$ cat src/rtl/if_stage.sv
// Instruction fetch stage: PC register, imem request and IF/ID pipeline register.
// One-entry hold buffer parks a fetched instruction while decode stalls.
// Optional macro IF_PERF_CNT_EN adds saturating fetch/flush counters.
module if_stage #(
    parameter logic [31:0] RESET_PC = 32'h0000_0000
) (
    input  logic        clk_i,
    input  logic        rst_i,
    input  logic        start_i,
    input  logic        stall_i,
    input  logic        branch_i,
    input  logic [31:0] branch_target_i,
    input  logic        jump_i,
    input  logic [31:0] jump_target_i,
    output logic        imem_req_o,
    output logic [31:0] imem_addr_o,
    input  logic        imem_ready_i,
    input  logic [31:0] imem_rdata_i,
    output logic [31:0] if_id_pc4_o,
    output logic [31:0] if_id_inst_o,
    output logic        if_id_valid_o
`ifdef IF_PERF_CNT_EN
    ,
    output logic [31:0] fetch_cnt_o,
    output logic [15:0] flush_cnt_o
`endif
);

    typedef enum logic [1:0] {StIdle, StFetch, StHeld} state_e;

    state_e      state_q, state_d;
    logic [31:0] pc_q, pc_d;
    logic [31:0] if_id_pc4_q, if_id_pc4_d;
    logic [31:0] if_id_inst_q, if_id_inst_d;
    logic        if_id_valid_q, if_id_valid_d;
    logic [31:0] hold_pc4_q, hold_pc4_d;
    logic [31:0] hold_inst_q, hold_inst_d;

    logic [31:0] pc_plus4;
    logic [31:0] redirect_pc;
    logic        redirect;
    logic        fetch_ev;
    logic        flush_ev;

    // Next-state logic: stall beats redirect, redirect beats any imem data.
    always_comb begin
        state_d       = state_q;
        pc_d          = pc_q;
        if_id_pc4_d   = if_id_pc4_q;
        if_id_inst_d  = if_id_inst_q;
        if_id_valid_d = if_id_valid_q;
        hold_pc4_d    = hold_pc4_q;
        hold_inst_d   = hold_inst_q;
        fetch_ev      = 1'b0;
        flush_ev      = 1'b0;
        pc_plus4      = pc_q + 32'd4;
        redirect      = (jump_i | branch_i) & ~stall_i;
        redirect_pc   = jump_i ? jump_target_i : branch_target_i;

        unique case (state_q)
            StIdle: begin
                if (start_i) begin
                    state_d = StFetch;
                end
            end
            StFetch: begin
                if (redirect) begin
                    pc_d          = redirect_pc;
                    if_id_pc4_d   = 32'h0;
                    if_id_inst_d  = 32'h0;
                    if_id_valid_d = 1'b0;
                    hold_pc4_d    = 32'h0;
                    hold_inst_d   = 32'h0;
                    flush_ev      = 1'b1;
                end else if (imem_ready_i && !stall_i) begin
                    pc_d          = pc_plus4;
                    if_id_pc4_d   = pc_plus4;
                    if_id_inst_d  = imem_rdata_i;
                    if_id_valid_d = 1'b1;
                    fetch_ev      = 1'b1;
                end else if (imem_ready_i) begin
                    // Decode is stalled: park the word so imem need not repeat it.
                    hold_pc4_d  = pc_plus4;
                    hold_inst_d = imem_rdata_i;
                    state_d     = StHeld;
                end else if (!stall_i) begin
                    if_id_valid_d = 1'b0;
                end
            end
            StHeld: begin
                if (redirect) begin
                    pc_d          = redirect_pc;
                    if_id_pc4_d   = 32'h0;
                    if_id_inst_d  = 32'h0;
                    if_id_valid_d = 1'b0;
                    hold_pc4_d    = 32'h0;
                    hold_inst_d   = 32'h0;
                    flush_ev      = 1'b1;
                    state_d       = StFetch;
                end else if (!stall_i) begin
                    pc_d          = pc_plus4;
                    if_id_pc4_d   = hold_pc4_q;
                    if_id_inst_d  = hold_inst_q;
                    if_id_valid_d = 1'b1;
                    fetch_ev      = 1'b1;
                    state_d       = StFetch;
                end
            end
            default: begin
                state_d = StIdle;
            end
        endcase
    end

    // State, PC, IF/ID and hold buffer registers with synchronous reset.
    always_ff @(posedge clk_i) begin
        if (rst_i) begin
            state_q       <= StIdle;
            pc_q          <= RESET_PC;
            if_id_pc4_q   <= 32'h0;
            if_id_inst_q  <= 32'h0;
            if_id_valid_q <= 1'b0;
            hold_pc4_q    <= 32'h0;
            hold_inst_q   <= 32'h0;
        end else begin
            state_q       <= state_d;
            pc_q          <= pc_d;
            if_id_pc4_q   <= if_id_pc4_d;
            if_id_inst_q  <= if_id_inst_d;
            if_id_valid_q <= if_id_valid_d;
            hold_pc4_q    <= hold_pc4_d;
            hold_inst_q   <= hold_inst_d;
        end
    end

    assign imem_req_o    = (state_q == StFetch);
    assign imem_addr_o   = pc_q;
    assign if_id_pc4_o   = if_id_pc4_q;
    assign if_id_inst_o  = if_id_inst_q;
    assign if_id_valid_o = if_id_valid_q;

`ifdef IF_PERF_CNT_EN
    logic [31:0] fetch_cnt_q;
    logic [15:0] flush_cnt_q;

    // Saturating performance counters for valid IF/ID loads and redirects.
    always_ff @(posedge clk_i) begin
        if (rst_i) begin
            fetch_cnt_q <= 32'h0;
            flush_cnt_q <= 16'h0;
        end else begin
            if (fetch_ev && (fetch_cnt_q != 32'hFFFF_FFFF)) begin
                fetch_cnt_q <= fetch_cnt_q + 32'd1;
            end
            if (flush_ev && (flush_cnt_q != 16'hFFFF)) begin
                flush_cnt_q <= flush_cnt_q + 16'd1;
            end
        end
    end

    assign fetch_cnt_o = fetch_cnt_q;
    assign flush_cnt_o = flush_cnt_q;
`else
    logic unused_ev;
    assign unused_ev = fetch_ev ^ flush_ev;
`endif

endmodule

$ cat config.mk
export PLATFORM = sky130hd
export DESIGN_NAME = if_stage
export DESIGN_NICKNAME = d
export VERILOG_FILES = /design/src/rtl/if_stage.sv
export SDC_FILE = /design/constraint.sdc
export NUM_CORES = 1
export LEC_CHECK = 0
export CAP_MARGIN = 10
export CORE_MARGIN = 3
export CORE_UTILIZATION = 45
export CTS_CLUSTER_SIZE = 16
export DETAILED_ROUTE_END_ITERATION = 8
export GPL_TIMING_DRIVEN = 0
export PLACE_DENSITY = 0.75
export SYNTH_ARGS = -nofsm -noshare
export SYNTH_HDL_FRONTEND = slang
export SYNTH_SLANG_ARGS = --single-unit
$ cat constraint.sdc
create_clock -name clk_i -period 2.4 [get_ports clk_i]
set_input_delay 0.72 -clock clk_i [delete_from_list [all_inputs] [get_ports clk_i]]
set_output_delay 0.72 -clock clk_i [all_outputs]
set_load 0.02 [all_outputs]
==> run summary, run 1 <==
## Outcome
• finished, final reports clean — outcome

## Pwr
• 30.3% — Flop pwr share
• 5.20 mW — switching power total
• 1070 nW/um^2 — power per cell area
• 22.7% — clock group share of total power
• 0.744 mV — Peak supply drop
• 43.2% — fraction of power spent switching nets
• 46.9% — proportion of power drawn by combinational gates
• 3.97 nW — leakage power
• 6.85 mW — Internal Power
• 12.0 mW — total power of the final layout

## Final layout
• 1,364 — nets
• 39.8% — Area growth, synth to finish
• 1,537 — filler instances
• 1,494 — filler-free cell count of the finished design
• 11,300 um^2 — Non-Filler Cell Area, Final
• 11.4% — proportion of layout cells with a drive suffix above 1
• 0 — Diodes inserted

## Floorplanning
• 46.4% — initial core utilization
• 140 um — Horiz. Die Dim
• 17,400 um^2 — floorplan core area
• 19,600 um^2 — Die Outline Area
• 201 — I/O pin total
• 48 — row cnt
• 140 um — die span in y

## Detailed routing
• 6 — detailed-router iteration count before antenna repair
• 20.4 um — detailed-route wire length per cell
• 870 — DRC violation total after the first TritonRoute iteration
• 9,007 — via count
• 0 — Routed Antenna Nets
• 6.03 — Vias per Instance
• 30,500 um — Routed Wire Length
• 0 — number of remaining DRC errors

## Timing
• 35.7% — relative slew slack
• 0 ns — Post-Route Setup TNS
• true — unrepaired setup endpoints after global routing
• 99.7% — post-route fraction of the period consumed by the critical path
• 0 — setup violation total in the final timing report
• 0.418 GHz — Max Fclk
• 0 — Final Max Tran Viols
• 0.00680 ns — Clock Skews
• 0.964 ns — worst-margin pin slew
• 2.39 ns — shortest period the worst path allows
• 0 — final number of hold-violating endpoints

## Place
• 0.982 — routability congestion estimate from global placement
• 21,900 um — HPWL after DPL
• 10,400 um^2 — Placement Cell Area
• 1,461 — instance count after placement with tap cells included
• 199 — total of buffers placed on input and output ports

## Clock network
• 17 — total CTS buffers
• sky130_fd_sc_hd__clkbuf_16 — cell chosen for the clock root
• 0.43 ns — Clk Latency, worst-skew pair
• 2 — maximum clock path buffer count
• built — TritonCTS clock tree
• 163 — clock sink count
• 0 — cts hold-fix bufs
• 0.06 ns — clock edge transition at the registers on the reported setup and hold paths
• 4 — CTS HTree Levels

## Logic synthesis
• 0 — Ys Warns
• 8080 um^2 — synthesized area
• 0% — post-synthesis async set-or-reset flop share
• 40.4% — sequential share of the synthesized area
• 1,144 — Synthesized Nets
• 163 — Synth Register Bits
• 1,037 — Post-Syn Instances
• 7.79 um^2 — mean instance size in the synthesized netlist
• 54 — count of unique library cells instantiated by Yosys
• sky130_fd_sc_hd__dfxtp_1 — Post-synth top flop
• 0 — Post-synth EDFFs

## Setup path
• in2reg — critical path class
• 2.76 ns — CP required
• primary input — Critical Path Start Type
• 10 — maximum net fanout on the critical path
• 2.75 ns — signal arrival time at the worst endpoint
• flop — critical path capture point type

## GRT
• 17 — largest net degree at the start of global routing
• 0 — Overflow after GRT
• 30.2% — gr usage total
• 47,300 um — global-route wire length before repair
• 0 — initial antenna violation count
• 8,734 — number of global-route vias before repair

## Job
• 0 — Max-Cap Viols

## Min path
• reg2reg — path type of the worst min-delay path

[worst paths after layout]
kind	slack (ns)	to	cells after the start	from
max	0.008	if_id_pc4_o[4]	7	imem_ready_i
min	0.43	if_id_pc4_o[7]	2	if_id_pc4_o[7]
max reg2reg	0.008	if_id_pc4_o[26]	7	imem_addr_o[3]
min reg2reg	0.43	if_id_pc4_o[7]	2	if_id_pc4_o[7]
[layout make-up]
cell class / instances / area, um^2 / share of cell area (%)
Timing Repair Buffer: 205 / 2040 / 18.1
Multi-Input combinational cell: 767 / 4590 / 40.6
Clock inverter: 13 / 151 / 1.34
Sequential cell: 163 / 3270 / 29.0
Buffer: 88 / 473 / 4.19
Inverter: 15 / 56.3 / 0.499
Tap cell: 225 / 282 / 2.49
Clock buffer: 18 / 429 / 3.80
[per-layer routing]
layer / GRT usage, % / routed length, um / up-vias
li1: - / - / 4190
met1: 39.4 / 12100 / 4138
met2: 47.0 / 13700 / 584
met3: 7.92 / 3380 / 95
met4: 13.8 / 1290 / 0
met5: 0 / 0 / -
[cell usage after synthesis (3+ instances only)]
cell | count | share of area (%)
sky130_fd_sc_hd__mux2i_1 | 66 | 8.2
sky130_fd_sc_hd__o21ai_0 | 73 | 4.5
sky130_fd_sc_hd__nor4_1 | 13 | 1.0
sky130_fd_sc_hd__or4_1 | 6 | 0.56
sky130_fd_sc_hd__a21boi_0 | 4 | 0.37
sky130_fd_sc_hd__nor2_1 | 84 | 3.9
sky130_fd_sc_hd__nand3_1 | 76 | 4.7
sky130_fd_sc_hd__o32ai_1 | 5 | 0.54
sky130_fd_sc_hd__mux2_2 | 5 | 0.70
sky130_fd_sc_hd__inv_1 | 14 | 0.65
sky130_fd_sc_hd__nand4_1 | 6 | 0.46
sky130_fd_sc_hd__buf_1 | 9 | 0.42
sky130_fd_sc_hd__clkbuf_1 | 81 | 3.8
sky130_fd_sc_hd__xor2_1 | 8 | 0.87
sky130_fd_sc_hd__nand2_1 | 110 | 5.1
sky130_fd_sc_hd__o21a_1 | 6 | 0.56
sky130_fd_sc_hd__a31oi_1 | 13 | 1.0
sky130_fd_sc_hd__o31a_1 | 3 | 0.33
sky130_fd_sc_hd__nor3_1 | 54 | 3.3
sky130_fd_sc_hd__a21oi_1 | 139 | 8.6
sky130_fd_sc_hd__and4_1 | 6 | 0.65
sky130_fd_sc_hd__xnor2_1 | 6 | 0.65
sky130_fd_sc_hd__and3_1 | 4 | 0.31
sky130_fd_sc_hd__a211oi_1 | 14 | 1.3
sky130_fd_sc_hd__and2_1 | 5 | 0.39
sky130_fd_sc_hd__o221a_2 | 7 | 0.98
sky130_fd_sc_hd__a22oi_1 | 6 | 0.56
sky130_fd_sc_hd__dfxtp_1 | 163 | 40
sky130_fd_sc_hd__ha_1 | 4 | 0.62
sky130_fd_sc_hd__o211ai_1 | 9 | 0.84
sky130_fd_sc_hd__or3_1 | 7 | 0.54
[cell families (layout without fill, tap and decap cells)]
logic type / after synthesis / count (layout) / share of synthesized area (%)
AND/OR/NAND/NOR: 382 / 382 / 22.2
AO/OA/AOI/OAI: 296 / 296 / 21.4
flip-flops: 163 / 163 / 40.4
buffers and inverters: 107 / 339 / 5.00
multiplexers: 71 / 71 / 8.87
XOR/XNOR: 14 / 14 / 1.52
adder cells (fa/ha/maj): 4 / 4 / 0.620
[state kept, by name, summed over array words and instances, names as in the netlist]
name and count:
if_id_inst_o 32, hold_inst_q 32, if_id_pc4_o 32, if_id_valid_o 1, imem_addr_o 32, hold_pc4_q 32, state_q 2
[per-stage QoR]
| step | util (%) | setup WS, ns | hold slack [ns] |
|---|---|---|---|
| final | 64.8 | 0.00800 | 0.433 |
| after floorplan | - | 0.0299 | 0.427 |
| after CTS | 63.7 | 0.00371 | 0.437 |
| after detailed placement | 59.4 | -1.35 | 0.428 |
| after global placement | 59.4 | -1.28 | 0.426 |
| after global routing | 64.8 | -0.101 | 0.459 |
[power groups by stage]
stage | combinational (mW) | clock, mW | sequential (mW)
5_1_grt | 6.01 | 2.85 | 3.72
2_1_floorplan | 2.67 | 0 | 3.98
4_1_cts | 5.41 | 2.74 | 3.63
3_5_place_dp | 5.17 | 0 | 3.67
6_report | 5.65 | 2.74 | 3.65
3_3_place_gp | 5.12 | 0 | 3.66
[layout by cell type, fill, tap and decap left out, drive strengths merged, types with 6 or more instances in the layout]
cell,netlist,routed
inv,14,19
a211oi,14,14
nor4,14,14
or4,6,6
buf,11,19
xnor2,6,6
nand2,110,110
dfxtp,163,163
and4,6,6
nand3,76,76
clkbuf,81,92
o21ai,73,73
or3,7,7
o21a,6,6
o221a,7,7
nand4,7,7
a21oi,139,139
o211ai,9,9
xor2,8,8
a31oi,13,13
mux2i,66,66
nor3,54,54
a22oi,6,6
clkdlybuf4s50,0,195
nor2,84,84
[worst max-delay path, stage by stage]
cell and delay, ns:
sky130_fd_sc_hd__clkdlybuf4s50_1 0.49, sky130_fd_sc_hd__nand2b_2 0.27, sky130_fd_sc_hd__o311ai_4 0.41, sky130_fd_sc_hd__clkbuf_4 0.36, sky130_fd_sc_hd__clkbuf_2 0.28, sky130_fd_sc_hd__nand2_1 0.08, sky130_fd_sc_hd__a21oi_1 0.12
[repair_timing]
action / in CTS / in global routing
pin swaps: 0 / 3
setup buffers: 0 / 6
gates resized for setup: 80 / 63
endpoints found under the setup margin: 161 / 152
Note: power is estimated with default switching activity, not from simulation.
==> run 2: changes to the inputs <==
--- a/config.mk
+++ b/config.mk
@@ -7,11 +7,11 @@
 export LEC_CHECK = 0
 export CAP_MARGIN = 10
 export CORE_MARGIN = 3
-export CORE_UTILIZATION = 45
+export CORE_UTILIZATION = 30
 export CTS_CLUSTER_SIZE = 16
 export DETAILED_ROUTE_END_ITERATION = 8
 export GPL_TIMING_DRIVEN = 0
-export PLACE_DENSITY = 0.75
+export PLACE_DENSITY = 0.53
 export SYNTH_ARGS = -nofsm -noshare
 export SYNTH_HDL_FRONTEND = slang
 export SYNTH_SLANG_ARGS = --single-unit
==> run 2 against run 1 <==
Net effect: clock skew up 0.0037 ns; sequential power about the same; final cell count up 7.8%; clock power up 3%; combinational power up 2%; sequential cell count unchanged; worst setup slack better by 0.012 ns; via count down 3.3%; global-route usage down 7.7 points; register-to-register slack better by 0.05 ns; total power up 1.6%; critical path depth down 6; critical path type is now reg2out; critical endpoint is now imem_addr_o[26].
==> run summary, run 2 (synthesis results as in run 1) <==
## Outcome
• finished, final reports clean — outcome, unchanged

## Setup path
• 0.06 ns — worst reg2reg setup slack, was 0.008 ns
• 1.68 ns — CP required, was 2.76 ns
• 1 — buffers and inverters on the worst path, was 3
• buffers and inverters — Top delay family on crit path, unchanged
• 7 — maximum net fanout on the critical path, was 10
• 0.69 ns — largest stage delay on the critical path, was 0.49 ns
• flop — Critical Path Start Type, was primary input
• reg2out — critical path class, was in2reg
• output pin — critical path capture point type, was flop
• imem_addr_o[26] — Critical Path Start, was imem_ready_i
• clkdlybuf4s50_1 — chain of cells forming the critical path, was clkdlybuf4s50_1 -> nand2b_2 -> o311ai_4 -> clkbuf_4 -> clkbuf_2 -> nand2_1 -> a21oi_1
• imem_addr_o[2] — startpoint of the worst register-to-register path, was imem_addr_o[3]
• 6 — worst reg2reg path depth, was 7
• imem_addr_o[23] — worst reg2reg path endpoint, was if_id_pc4_o[26]
• 1.66 ns — signal arrival time at the worst endpoint, was 2.75 ns
• sky130_fd_sc_hd__clkdlybuf4s50_1 — slowest stage cell on the critical path, unchanged

## Final layout
• 11,600 um^2 — Non-Filler Cell Area, Final, was 11,300 um^2
• 2,665 — filler instances, was 1,537
• 44.0% — post-layout utilization of the core, was 64.8%
• 0 — Diodes inserted, unchanged
• sky130_fd_sc_hd__clkdlybuf4s50_1 (193), sky130_fd_sc_hd__dfxtp_1 (152), sky130_fd_sc_hd__a21oi_1 (139), sky130_fd_sc_hd__nand2_1 (109), sky130_fd_sc_hd__nor2_1 (81) — top library cells by usage in the layout, fill and taps aside, was sky130_fd_sc_hd__clkdlybuf4s50_1 (195), sky130_fd_sc_hd__dfxtp_1 (155), sky130_fd_sc_hd__a21oi_1 (139), sky130_fd_sc_hd__nand2_1 (108), sky130_fd_sc_hd__nor2_1 (81)
• 4630 um^2 — combined area of the multi-input logic cells, was 4590 um^2
• sky130_fd_sc_hd__clkdlybuf4s50_1 — most common library cell in the layout ignoring fill and taps, unchanged
• 12.5% — proportion of layout cells with a drive suffix above 1, was 11.4%
• 43.1% — Area growth, synth to finish, was 39.8%
• 1,369 — nets, was 1,364
• 3280 um^2 — Reg area, was 3270 um^2

## Floorplanning
• 59 — row cnt, was 48
• 170 um — die span in y, was 140 um
• 28,900 um^2 — Die Outline Area, was 19,600 um^2
• 170 um — Horiz. Die Dim, was 140 um
• 201 — I/O pin total, unchanged
• 30.7% — initial core utilization, was 46.4%
• 26,300 um^2 — floorplan core area, was 17,400 um^2

## Place
• 24,500 um — HPWL after DPL, was 21,900 um
• 0.914 — routability congestion estimate from global placement, was 0.982
• 10,500 um^2 — Placement Cell Area, was 10,400 um^2
• 199 — total of buffers placed on input and output ports, unchanged
• -1.41 ns — pre-CTS setup slack, was -1.35 ns

## Clock network
• sky130_fd_sc_hd__clkbuf_16 — cell chosen for the clock root, unchanged
• 0.07 ns — clock edge transition at the registers on the reported setup and hold paths, was 0.06 ns
• 0 — cts hold-fix bufs, unchanged
• 163 — clock sink count, unchanged
• built — TritonCTS clock tree, unchanged
• 0.45 ns — Clk Latency, worst-skew pair, was 0.43 ns
• 17 — total CTS buffers, unchanged
• 2 — maximum clock path buffer count, unchanged
• 4 — CTS HTree Levels, unchanged

## GRT
• 0 — Overflow after GRT, unchanged
• 17 — largest net degree at the start of global routing, unchanged
• 50,100 um — global-route wire length before repair, was 47,300 um
• 0 — initial antenna violation count, unchanged
• 8,282 — number of global-route vias before repair, was 8,734
• 22.5% — gr usage total, was 30.2%

## Timing
• 0 — Final Max Tran Viols, unchanged
• 0.447 ns — Hold Slack, was 0.433 ns
• 2.38 ns — shortest period the worst path allows, was 2.39 ns
• true — unrepaired setup endpoints after global routing, unchanged
• 0 — setup violation total in the final timing report, unchanged
• 0.0203 ns — final critical-path setup slack, was 0.00800 ns
• 0.420 GHz — Max Fclk, was 0.418 GHz
• 0 — final number of hold-violating endpoints, unchanged
• 0.0105 ns — Clock Skews, was 0.00680 ns
• 50.3% — relative slew slack, was 35.7%
• 99.2% — post-route fraction of the period consumed by the critical path, was 99.7%
• 0.745 ns — worst-margin pin slew, was 0.964 ns

## Detailed routing
• 5.41 — Vias per Instance, was 6.03
• 15,300 um — DR WL met2, was 13,700 um
• 0 — Routed Antenna Nets, unchanged
• 2650 um — detailed-routed wire length on met3, was 3380 um
• 647 — DRC violation total after the first TritonRoute iteration, was 870
• 33,500 um — Routed Wire Length, was 30,500 um
• met4 — uppermost metal layer occupied by signal nets, unchanged
• 0 — number of remaining DRC errors, unchanged
• 14,900 um — detailed-route wire length on metal 1, was 12,100 um
• 20.8 um — detailed-route wire length per cell, was 20.4 um
• 5 — detailed-router iteration count before antenna repair, was 6
• 8,709 — via count, was 9,007

## Pwr
• 4.05 nW — leakage power, was 3.97 nW
• 1060 nW/um^2 — power per cell area, was 1070 nW/um^2
• 0.439 mV — Peak supply drop, was 0.744 mV
• 12.2 mW — total power of the final layout, was 12.0 mW

## Min path
• 2 — depth of the worst hold-timing path, unchanged
• hold_pc4_q[4] — worst min-delay path startpoint, was if_id_pc4_o[7]
• reg2reg — path type of the worst min-delay path, unchanged
• hold_pc4_q[4] — worst min-delay path endpoint, was if_id_pc4_o[7]

## Job
• 0 — Max-Cap Viols, unchanged

## run 2: cell count changes in the layout (fill, tap and decap cells not counted), sizes merged, moves of 2 or more
cell | previous run | this run
buf | 19 | 26
clkbuf | 92 | 89
clkdlybuf4s50 | 195 | 193
dlymetal6s2s | 3 | 5
inv | 19 | 21
## run 2: where the power goes
group	internal, mW	leakage [nW]	switching [mW]	total, mW
registers	3.23	1.33	0.438	3.67
logic	2.13	2.44	3.64	5.77
clock network	1.49	0.284	1.31	2.81
## run 2: layer usage
metal,GRT usage [%],up-vias
met4,6.74,0
met5,0,-
met1,30.6,4107
met2,36.0,363
li1,-,4194
met3,4.79,45
## run 2: how the worst max path moves through the flow
stage | to | slack (ns) | cells past startpoint
6_report | imem_addr_o[26] | 0.02 | 1
5_1_grt | if_id_pc4_o[15] | -0.02 | 9
4_1_cts | imem_addr_o[17] | -0.01 | 6
3_5_place_dp | if_id_inst_o[28] | -1.41 | 8
3_3_place_gp | if_id_inst_o[28] | -1.40 | 8
2_1_floorplan | imem_addr_o[30] | 0.03 | 6
## run 2: area by class of cell
type	instances	share of cell area [%]
timing repair buffer	208	17.9
clock buffer	18	3.80
inverter	15	0.487
buffer	90	4.52
multi-input combinational	767	40.1
clock inverter	14	1.26
sequential	163	28.3
tap	335	3.63
## run 2: what timing repair did
item                       CTS  global route
setup buffers                3             6
gates resized for setup    101            89
hold endpoints to repair     0             0
setup endpoints to repair  163           160
pin swaps                    2             5
## run 2: stage by stage
stage | TNS, ns | instances
6_report | 0 | 1610
4_1_cts | -0.0131 | 1604
3_5_place_dp | -175.22 | 1571
3_3_place_gp | -175.77 | 1571
5_1_grt | -0.0416 | 1610
2_1_floorplan | 0 | 1037
